===== config.mk =====
export PLATFORM = sky130hd
export DESIGN_NAME = pc_branch_sequencer
export DESIGN_NICKNAME = d
export VERILOG_FILES = /design/src/rtl/pc_branch_sequencer.sv
export SDC_FILE = /design/constraint.sdc
export NUM_CORES = 1
export LEC_CHECK = 0
export ABC_AREA = 1
export CORE_ASPECT_RATIO = 0.7
export CORE_UTILIZATION = 45
export DETAILED_ROUTE_END_ITERATION = 10
export PLACE_DENSITY = 0.81
export RECOVER_POWER = 50
export SLEW_MARGIN = 20
export SYNTH_ARGS = -nofsm -noshare
export SYNTH_HDL_FRONTEND = slang
export SYNTH_SLANG_ARGS = --single-unit

===== constraint.sdc =====
create_clock -name clk -period 4.1 [get_ports clk]
set_input_delay 1.025 -clock clk [delete_from_list [all_inputs] [get_ports clk]]
set_output_delay 1.025 -clock clk [all_outputs]
set_load 0.01 [all_outputs]

===== src/rtl/pc_branch_sequencer.sv =====
// PC sequencer: owns the fetch PC, forms branch targets from the SPLICE_SL2 offset,
// and sequences stall, jump, taken-branch redirect (with one-cycle flush) and halt.
module pc_branch_sequencer #(
  parameter logic [31:0] RESET_PC = 32'h00000000
) (
  input  logic        clk,
  input  logic        reset,
  input  logic        stall,
  input  logic        br_valid,
  input  logic        br_taken,
  input  logic [31:0] br_pc,
  input  logic [17:0] sl2,
  input  logic        jmp_valid,
  input  logic [31:0] jmp_target,
  input  logic        halt,
  output logic [31:0] pc,
  output logic        pc_valid,
  output logic        flush,
  output logic [31:0] br_target,
  output logic [15:0] redirect_count
);

  typedef enum logic [1:0] {
    RUN   = 2'd0,
    FLUSH = 2'd1,
    HALT  = 2'd2
  } state_t;

  state_t      state;
  logic [31:0] jmp_aligned;
  logic [15:0] count_next;

  assign br_target   = br_pc + 32'd4 + {{14{sl2[17]}}, sl2};
  assign jmp_aligned = jmp_target & ~32'h3;
  assign count_next  = (redirect_count == 16'hFFFF) ? redirect_count : redirect_count + 16'd1;

  // RUN and FLUSH share one priority list; FLUSH differs only in the registered outputs.
  always_ff @(posedge clk) begin
    if (!reset) begin
      state          <= RUN;
      pc             <= RESET_PC;
      pc_valid       <= 1'b1;
      flush          <= 1'b0;
      redirect_count <= 16'd0;
    end else if (state == HALT) begin
      pc_valid <= 1'b0;
      flush    <= 1'b0;
    end else if (halt) begin
      state    <= HALT;
      pc_valid <= 1'b0;
      flush    <= 1'b0;
    end else if (jmp_valid) begin
      state          <= FLUSH;
      pc             <= jmp_aligned;
      pc_valid       <= 1'b0;
      flush          <= 1'b1;
      redirect_count <= count_next;
    end else if (br_valid && br_taken) begin
      state          <= FLUSH;
      pc             <= br_target;
      pc_valid       <= 1'b0;
      flush          <= 1'b1;
      redirect_count <= count_next;
    end else if (stall) begin
      // A stall still ends FLUSH; the held PC becomes live again.
      state    <= RUN;
      pc_valid <= 1'b1;
      flush    <= 1'b0;
    end else begin
      state    <= RUN;
      pc       <= pc + 32'd4;
      pc_valid <= 1'b1;
      flush    <= 1'b0;
    end
  end

endmodule


Word-level counts from Yosys, hierarchy flattened
Index checks and enable logic that the tools add are counted.
{ "totals": {"regBits": 52, "in_bits": 89, "wordCells": 35} }
{ "op_classes": {"addsub": 4, "n_eq_ne": 3, "n_mux": 15, "bitwise_logic": 3, "n_reduce_logical": 5} }
{ "op_table": {"columns": ["operator", "count"], "rows": [
  ["$mux 32", 3],
  ["$add 32x3->32 const B", 2],
  ["$mux 16", 3],
  ["$add 32x32->32", 1],
  ["$add 16x1->16 const B", 1],
  ["$eq 16x16->1 const B", 1],
  ["$mux 1", 8],
  ["$reduce_and 3->1", 2],
  ["$ne 3x1->1 const B", 1],
  ["$not 1->1", 3],
  ["$reduce_or 3->1", 1],
  ["$eq 2x2->1 const B", 1],
  ["$mux 2", 1],
  ["$reduce_bool 2->1", 1],
  ["$logic_and 1x1->1", 1]
]} }

Longest topological paths before layout
Gate-level depths: netlist of the first run.
{ "logic_depth": {"ltp_word": 5, "ltp_mapped": 17} }

Least setup slack after synthesis of the first run
No wires, ideal clock.
{ "synth_path": {"kind": "input to output", "from": "input br_pc[1]", "to": "output br_target[25]", "arrival_time_ns": 2.918, "required_ns": 3.075, "setup_slack_ns": 0.157, "path_stages": 12, "n_path_buf": 0, "path_cell_list": "ha_1 -> ha_1 -> inv_1 -> fa_1 -> nand3b_1 -> nand2_1 -> nand2_1 -> o211ai_1 -> nand3_1 -> nand3_1 -> nor2_1 -> or2_2"} }
{ "synth_via": {"elab_chain_len": 2} }
{ "synth_lines": {"columns": ["element", "line", "source"], "rows": [
  ["start: declaration", "11", "input logic [31:0] br_pc,"],
  ["$add 32x3->32", "33", "assign br_target = br_pc + 32'd4 + {{14{sl2[17]}}, sl2};"],
  ["$add 32x32->32", "33", null],
  ["end: declaration", "19", "output logic [31:0] br_target,"]
]} }
Every way passes these cells.

Worst setup path after layout of the first run
{ "layout_path": {"from": "input sl2[1]", "to": "output br_target[21]"} }
{ "layout_via": {"elab_chain_len": 1} }
{ "layout_lines": {"columns": ["element", "line", "source"], "rows": [
  ["start: declaration", "12", "input logic [17:0] sl2,"],
  ["$add 32x32->32", "33", null]
]} }
Every way passes these cells.

==> reports/metrics.yaml, run 1 <==
synthToLayoutAreaGrowth_pct: 79.87
ys_warn_count: 0
worstSetupPathType: "in -> out"
via_per_inst: 5.866
dieArea_mm2: 0.01335
hold_buffers: 0
crit_fanout: 3
track_usage: 0.3905
p_comb_frac: 0.629
routedWlPerCell_um: 19.75
peakVddDrop_mv: 0.2192
p_leak_nw: 4.660
drc: 0
yosysSeqAreaShare: 0.1795
reg2reg_depth: 10
status: "finished with violations"
p_sw_w: 0.001125
ctsRootBufferMaster: "clkbuf_16"
routed_wl_um: 28500
hold_path_class: "reg -> reg"
finish.net_count: 1433
finalSetupViolCount: 16
synthCells: 968
clockBufferDepth: 2
grt.overflow.total: 0
cts-buffers-inserted: 5
worst-r2r-setup-slack_ns: 1.95
met3_usage: 0.09119
period_share: 1.046
dp_hpwl_um: 17480
clockPowerShare: 0.162
h-tree-depth: 2
p_sw_frac: 0.4113
clk-insertion-delay-late_ns: 0.30
stdcell_area_mm2: 0.01043
worstHoldStart: "pc[0]"
portBuffers: 168
clkSinkCount: 52
hold_viol_final: 0
drive_gt1_frac: 0.3388
endpoint_kind: "output pin"
firstDrtPassIters: 7
gp_congestion: 0.9634
critPathLaunchType: "primary input"
ios: 171
grtUsageMet2: 0.5906
tightest_slew_ns: 1.227
synth_nets: 1121
cts_tree: "built"
r2r-start: "pc[2]"
initial_utilization: 0.4636
fmax_mhz: 233.3
clk_pin_slew_ns: 0.07
grt_antenna_before_repair: 0
internal_power_w: 0.001610
fill_cells: 736
synth_edf_count: 0
rows: 34
rsz0062_at_grt: "true"
worst_slack_ns: -0.1867
synthFlopType: "dfxtp_1"
top_usage_layer: "met2"
initialDrtViolationCount: 998
syn-cell-area_mm2: 0.005798
ys_async_sr_fraction: 0
ys_seq_elements: 52
grtUsageMet1: 0.5339
die_h_um: 96.97
vias: 8464
worst-endpoint-required_ns: 3.07
diodes: 0
skew_ns: 0.009564
worstPathArrival_ns: 3.26
violations: "setup timing"
dieWidth_um: 137.7
grt_start_max_net_pins: 29
drv_cap: 0
startpoint: "sl2[1]"
synth.distinct_cells: 45
grt_pass1_vias: 7665
power_frac_seq: 0.210
grt_pass1_wl_um: 40320
slew_headroom: 0.1823
period_needed_ns: 4.287
postLayoutCoreUtil: 0.8338
finalPower_w: 0.002735
avgSynthCellArea_um2: 5.990
ant_nets: 0
power_density_mw_per_mm2: 262.3
slew_violations: 0
place_area_mm2: 0.008451
core_mm2: 0.01251
whs_path_depth: 2
[power groups by stage]
stage	registers [W]	clock network, W	logic [W]
global route	0.000576	0.000462	0.00181
floorplan	0.000584	0	0.000515
finish	0.000574	0.000442	0.00172
CTS	0.000572	0.000439	0.00146
global placement	0.000583	0	0.00119
detailed placement	0.000583	0	0.00120
[cells by family (layout without fill, tap and decap cells)]
logic type                 after synthesis  after routing  synth area share
adders and majority gates               64             64            0.1394
and+or+nand+nor                        515            515            0.3912
xor gates and xnor gates                22             22           0.03323
AOI/OAI and AO/OA                      163            163            0.1571
buffers and inverters                  152            465           0.09948
DFF                                     52             52            0.1795
[worst max-delay path, stage by stage]
cell and delay (ns):
buf_6 0.10, ha_4 0.26, ha_4 0.13, inv_2 0.04, fa_2 0.39, nand3b_1 0.18
nand2_2 0.12, nand2_2 0.07, o211ai_1 0.18, nand2_1 0.17, nand2_4 0.14, nand2_2 0.07
nand2_2 0.06, nand2_2 0.05, and2_4 0.14, buf_6 0.12
[per-layer routing]
metal	vias to the layer above	wire length, µm
met3	135	3621
met1	3865	10810
met5	-	0
li1	3814	-
met4	0	1520
met2	650	12550
[area by class of cell]
class	count	area, µm²	area share
Multi-Input combinational cell	764	5719	0.5484
Timing Repair Buffer	320	2806	0.2691
Sequential cell	52	1041	0.09982
Inverter	137	514.2	0.04931
Tap cell	162	202.7	0.01944
Clock buffer	6	128.9	0.01236
Clock inverter	2	16.27	0.001560
[registers in the layout, indices dropped and copies added (netlist names)]
register and cells:
state 2, pc_valid 1, pc 32, flush 1, redirect_count 16
[placed cells by master (no fill, tap or decap), drive strengths merged]
master and instances:
o21ai 45, clkinvlp 1, clkbuf 12, dlygate4sd2 25
nor4 4, nand3 69, o31ai 1, and3 1
a31oi 6, ha 63, dlymetal6s2s 8, nor2 109
buf 175, o221ai 3, a21oi 83, clkinv 2
and2 6, fa 1, dlygate4sd3 51, dfxtp 52
a21o 2, clkdlybuf4s15 5, o311ai 1, xor2 18
o211ai 9, o21a 1, inv 136, nand2 263
xnor2 4, nor3b 2, clkdlybuf4s50 50, or2 3
nand3b 10, nand4 14, nor3 34, o21bai 10
a221oi 1, a41oi 1
[cells in the mapped netlist (5+ instances only)]
cell,n,share of area
nor2_4,5,0.0097
nand3b_1,10,0.013
clkbuf_1,11,0.0071
ha_1,63,0.14
o21ai_0,43,0.037
inv_1,128,0.083
nor3_1,31,0.027
nand2_1,258,0.17
nand4_1,14,0.015
a21oi_1,81,0.070
o21bai_1,10,0.013
nand3_1,68,0.059
a31oi_1,6,0.0065
dfxtp_1,52,0.18
nor2_1,100,0.065
and2_1,6,0.0065
inv_2,8,0.0052
o211ai_1,9,0.012
xor2_1,18,0.027
[path summary, 6_finish.rpt]
check,endpoint
worst max-delay path,br_target[21]
worst min-delay path,pc[0]
worst max register to register,pc[22]
worst min register to register,pc[0]
[metrics by stage]
stage          TNS [ns]  hold WS, ns  std cells  setup slack (ns)
6_report         -1.426       0.4772       1443           -0.1867
5_1_grt          -2.543       0.4946       1443           -0.2528
4_1_cts         -0.1670       0.4825       1432          -0.05024
3_5_place_dp     -19.32       0.4709       1392           -0.9558
3_3_place_gp     -18.38       0.4484       1392           -0.8785
2_1_floorplan         0       0.4840        968            0.1571
[timing repair]
action                                  in CTS  in global routing
endpoints found under the setup margin      30                 28
setup buffers                               34                 14
endpoints found under the hold margin        0                  0
resized for setup                          329                123
gates cloned                                 0                  1
pin swaps                                   99                 48
No activity file was read; power rests on OpenSTA's default activity.
==> run 2: changes to the inputs <==
ABC_CLOCK_PERIOD_IN_PS = 4100   (was not set)
CORE_MARGIN = 2   (was not set)
PLACE_DENSITY = 0.75   (was 0.81)
==> run 2 against run 1 <==
The flow still finishes with violations (setup timing). Die area grew 3.5%. Sequential power about the same. Sequential share of layout area fell by 0.073 points. Via count is 0.22% higher. Hold slack lost 0.0099 ns. Clock power decreased by 5.2%. Core utilization increased by 0.61 points. Largest cell class unchanged. Largest power group unchanged.
==> reports/metrics.yaml, run 2 (synthesis gave the netlist of run 1 again) <==
status: "finished with violations"
violations: "setup timing"
track_usage: 0.3461
ant_nets: 0
reg_top3: "pc: 32 flops, redirect_count: 16 flops, state: 2 flops"
layout_commonest_cell: "nand2_1"
hold_path_class: "reg -> reg"
preCtsSetupSlack_ns: -0.9532
crit_fanout: 4
ios: 171
p_leak_nw: 4.853
slew_headroom: 0.1924
gp_congestion: 0.9564
crit_slowest_cell: "a21oi_1"
dp_hpwl_um: 17430
routed_wl_um: 28790
grt_start_max_net_pins: 36
crit_chain: "dlygate4sd2_1, ha_4, ha_4, a21oi_1, o211ai_1, buf_4, nand3_2, nand3_2, nand2_1, inv_1, or2_4, buf_6"
clkSinkCount: 52
finish.net_count: 1446
regMostFlops: "pc"
power_density_mw_per_mm2: 258.6
clk-insertion-delay-late_ns: 0.30
vias: 8483
skew_ns: 0.005600
grt_pass1_wl_um: 38630
initialDrtViolationCount: 777
cts_tree: "built"
h-tree-depth: 2
hold_viol_final: 0
worstPathArrival_ns: 3.38
endpoint_kind: "output pin"
grt_antenna_before_repair: 0
clk_pin_slew_ns: 0.07
drv_cap: 0
firstDrtPassIters: 6
initial_utilization: 0.4636
startpoint: "sl2[8]"
r2r-start: "redirect_count[2]"
worstSetupPathType: "in -> out"
via_per_inst: 5.830
rsz0062_at_grt: "true"
r2r-end: "redirect_count[14]"
dieWidth_um: 139.7
die_h_um: 98.97
final_cell_mix: "200 x nand2_1, 147 x buf_4, 115 x inv_1, 75 x nor2_1"
reg2reg_depth: 10
rows: 34
diodes: 0
hold_slack_ns: 0.4674
routedWlPerCell_um: 19.78
core_mm2: 0.01251
worst_slack_ns: -0.3008
grt.overflow.total: 0
critPathLaunchType: "primary input"
path_depth: 12
drc: 0
clockBufferDepth: 2
worst-endpoint-required_ns: 3.07
cts-buffers-inserted: 5
worst-r2r-setup-slack_ns: 1.89
grt_pass1_vias: 7503
portBuffers: 168
period_share: 1.073
endpoint: "br_target[25]"
drive_gt1_frac: 0.3395
finalSetupViolCount: 18
dieArea_mm2: 0.01382
path_buf_inv: 4
peakVddDrop_mv: 0.1864
largest_reg_flops: 32
ctsRootBufferMaster: "clkbuf_16"
fmax_mhz: 227.2
path_delay_family: "compound AO/OA/AOI/OAI gates"
period_needed_ns: 4.401
critPathMaxStageDelay_ns: 0.36
slew_violations: 0
synthToLayoutAreaGrowth_pct: 81.18
tightest_slew_ns: 1.211
-- run 2: cell types whose count changed in the layout (fill, tap and decap cells not counted), sizes merged --
cell,delta
dlygate4sd2,-5
clkdlybuf4s15,-3
buf,+13
dlymetal6s2s,+14
clkbuf,-1
clkdlybuf4s50,-6
-- run 2: worst register-to-register path: cells and delay by family (launching register included) --
family,cells,cell delay (ns)
compound gates,2,0.24
buf+inv,2,0.20
flops,1,0.41
simple gates,6,1.29
-- run 2: final cells by class --
class	count	area (µm²)
Timing Repair Buffer	333	2954
Inverter	137	514.2
Fill cell	729	2002
Tap cell	162	202.7
Sequential cell	52	1041
Clock buffer	5	125.1
Clock inverter	2	12.51
Multi-Input combinational cell	764	5655
-- run 2: through the flow --
stage          std cells  setup TNS, ns  total power [W]  utilization  area (µm²)
2_1_floorplan        968              0         0.001099            -        5798
3_3_place_gp        1393         -18.57         0.001769       0.6763        8458
3_5_place_dp        1393         -19.29         0.001781       0.6763        8458
4_1_cts             1439        -0.5954         0.002438       0.7840        9806
5_1_grt             1455         -2.794         0.002820       0.8399       10510
6_report            1455         -1.925         0.002717       0.8399       10510
-- run 2: power breakdown --
| part | leakage, nW | internal [W] | switching, W |
|---|---|---|---|
| Clock | 0.0657 | 0.000222 | 0.000197 |
| Sequential | 0.425 | 0.000532 | 0.0000397 |
| Combinational | 4.36 | 0.000854 | 0.000871 |
| Total | 4.85 | 0.00161 | 0.00111 |
-- run 2: how the worst min path moves through the flow --
stage / startpoint / to / depth (start not counted)
6_report: pc[1] / pc[1] / 2
5_1_grt: pc[1] / pc[1] / 2
4_1_cts: pc[1] / pc[1] / 2
3_5_place_dp: pc[1] / pc[1] / 2
3_3_place_gp: pc[1] / pc[1] / 2
2_1_floorplan: pc[0] / pc[0] / 2
-- run 2: metal layers --
metal | routed length (µm) | global-route usage | part of all wire | vias to the layer above
met1 | 11140 | 0.4770 | 0.39 | 3860
met5 | 0 | 0 | 0 | -
li1 | - | - | - | 3837
met4 | 1569 | 0.08154 | 0.055 | 0
met2 | 12690 | 0.5483 | 0.44 | 639
met3 | 3380 | 0.08601 | 0.12 | 147
-- run 2: what timing repair did --
| item | in CTS | in global routing |
|---|---|---|
| gates resized for setup | 309 | 145 |
| endpoints found under the hold margin | 0 | 0 |
| gates cloned | 0 | 1 |
| hold buffers | 0 | 0 |
| pin swaps | 64 | 59 |
| buffers inserted | 39 | 16 |
| endpoints found under the setup margin | 30 | 28 |
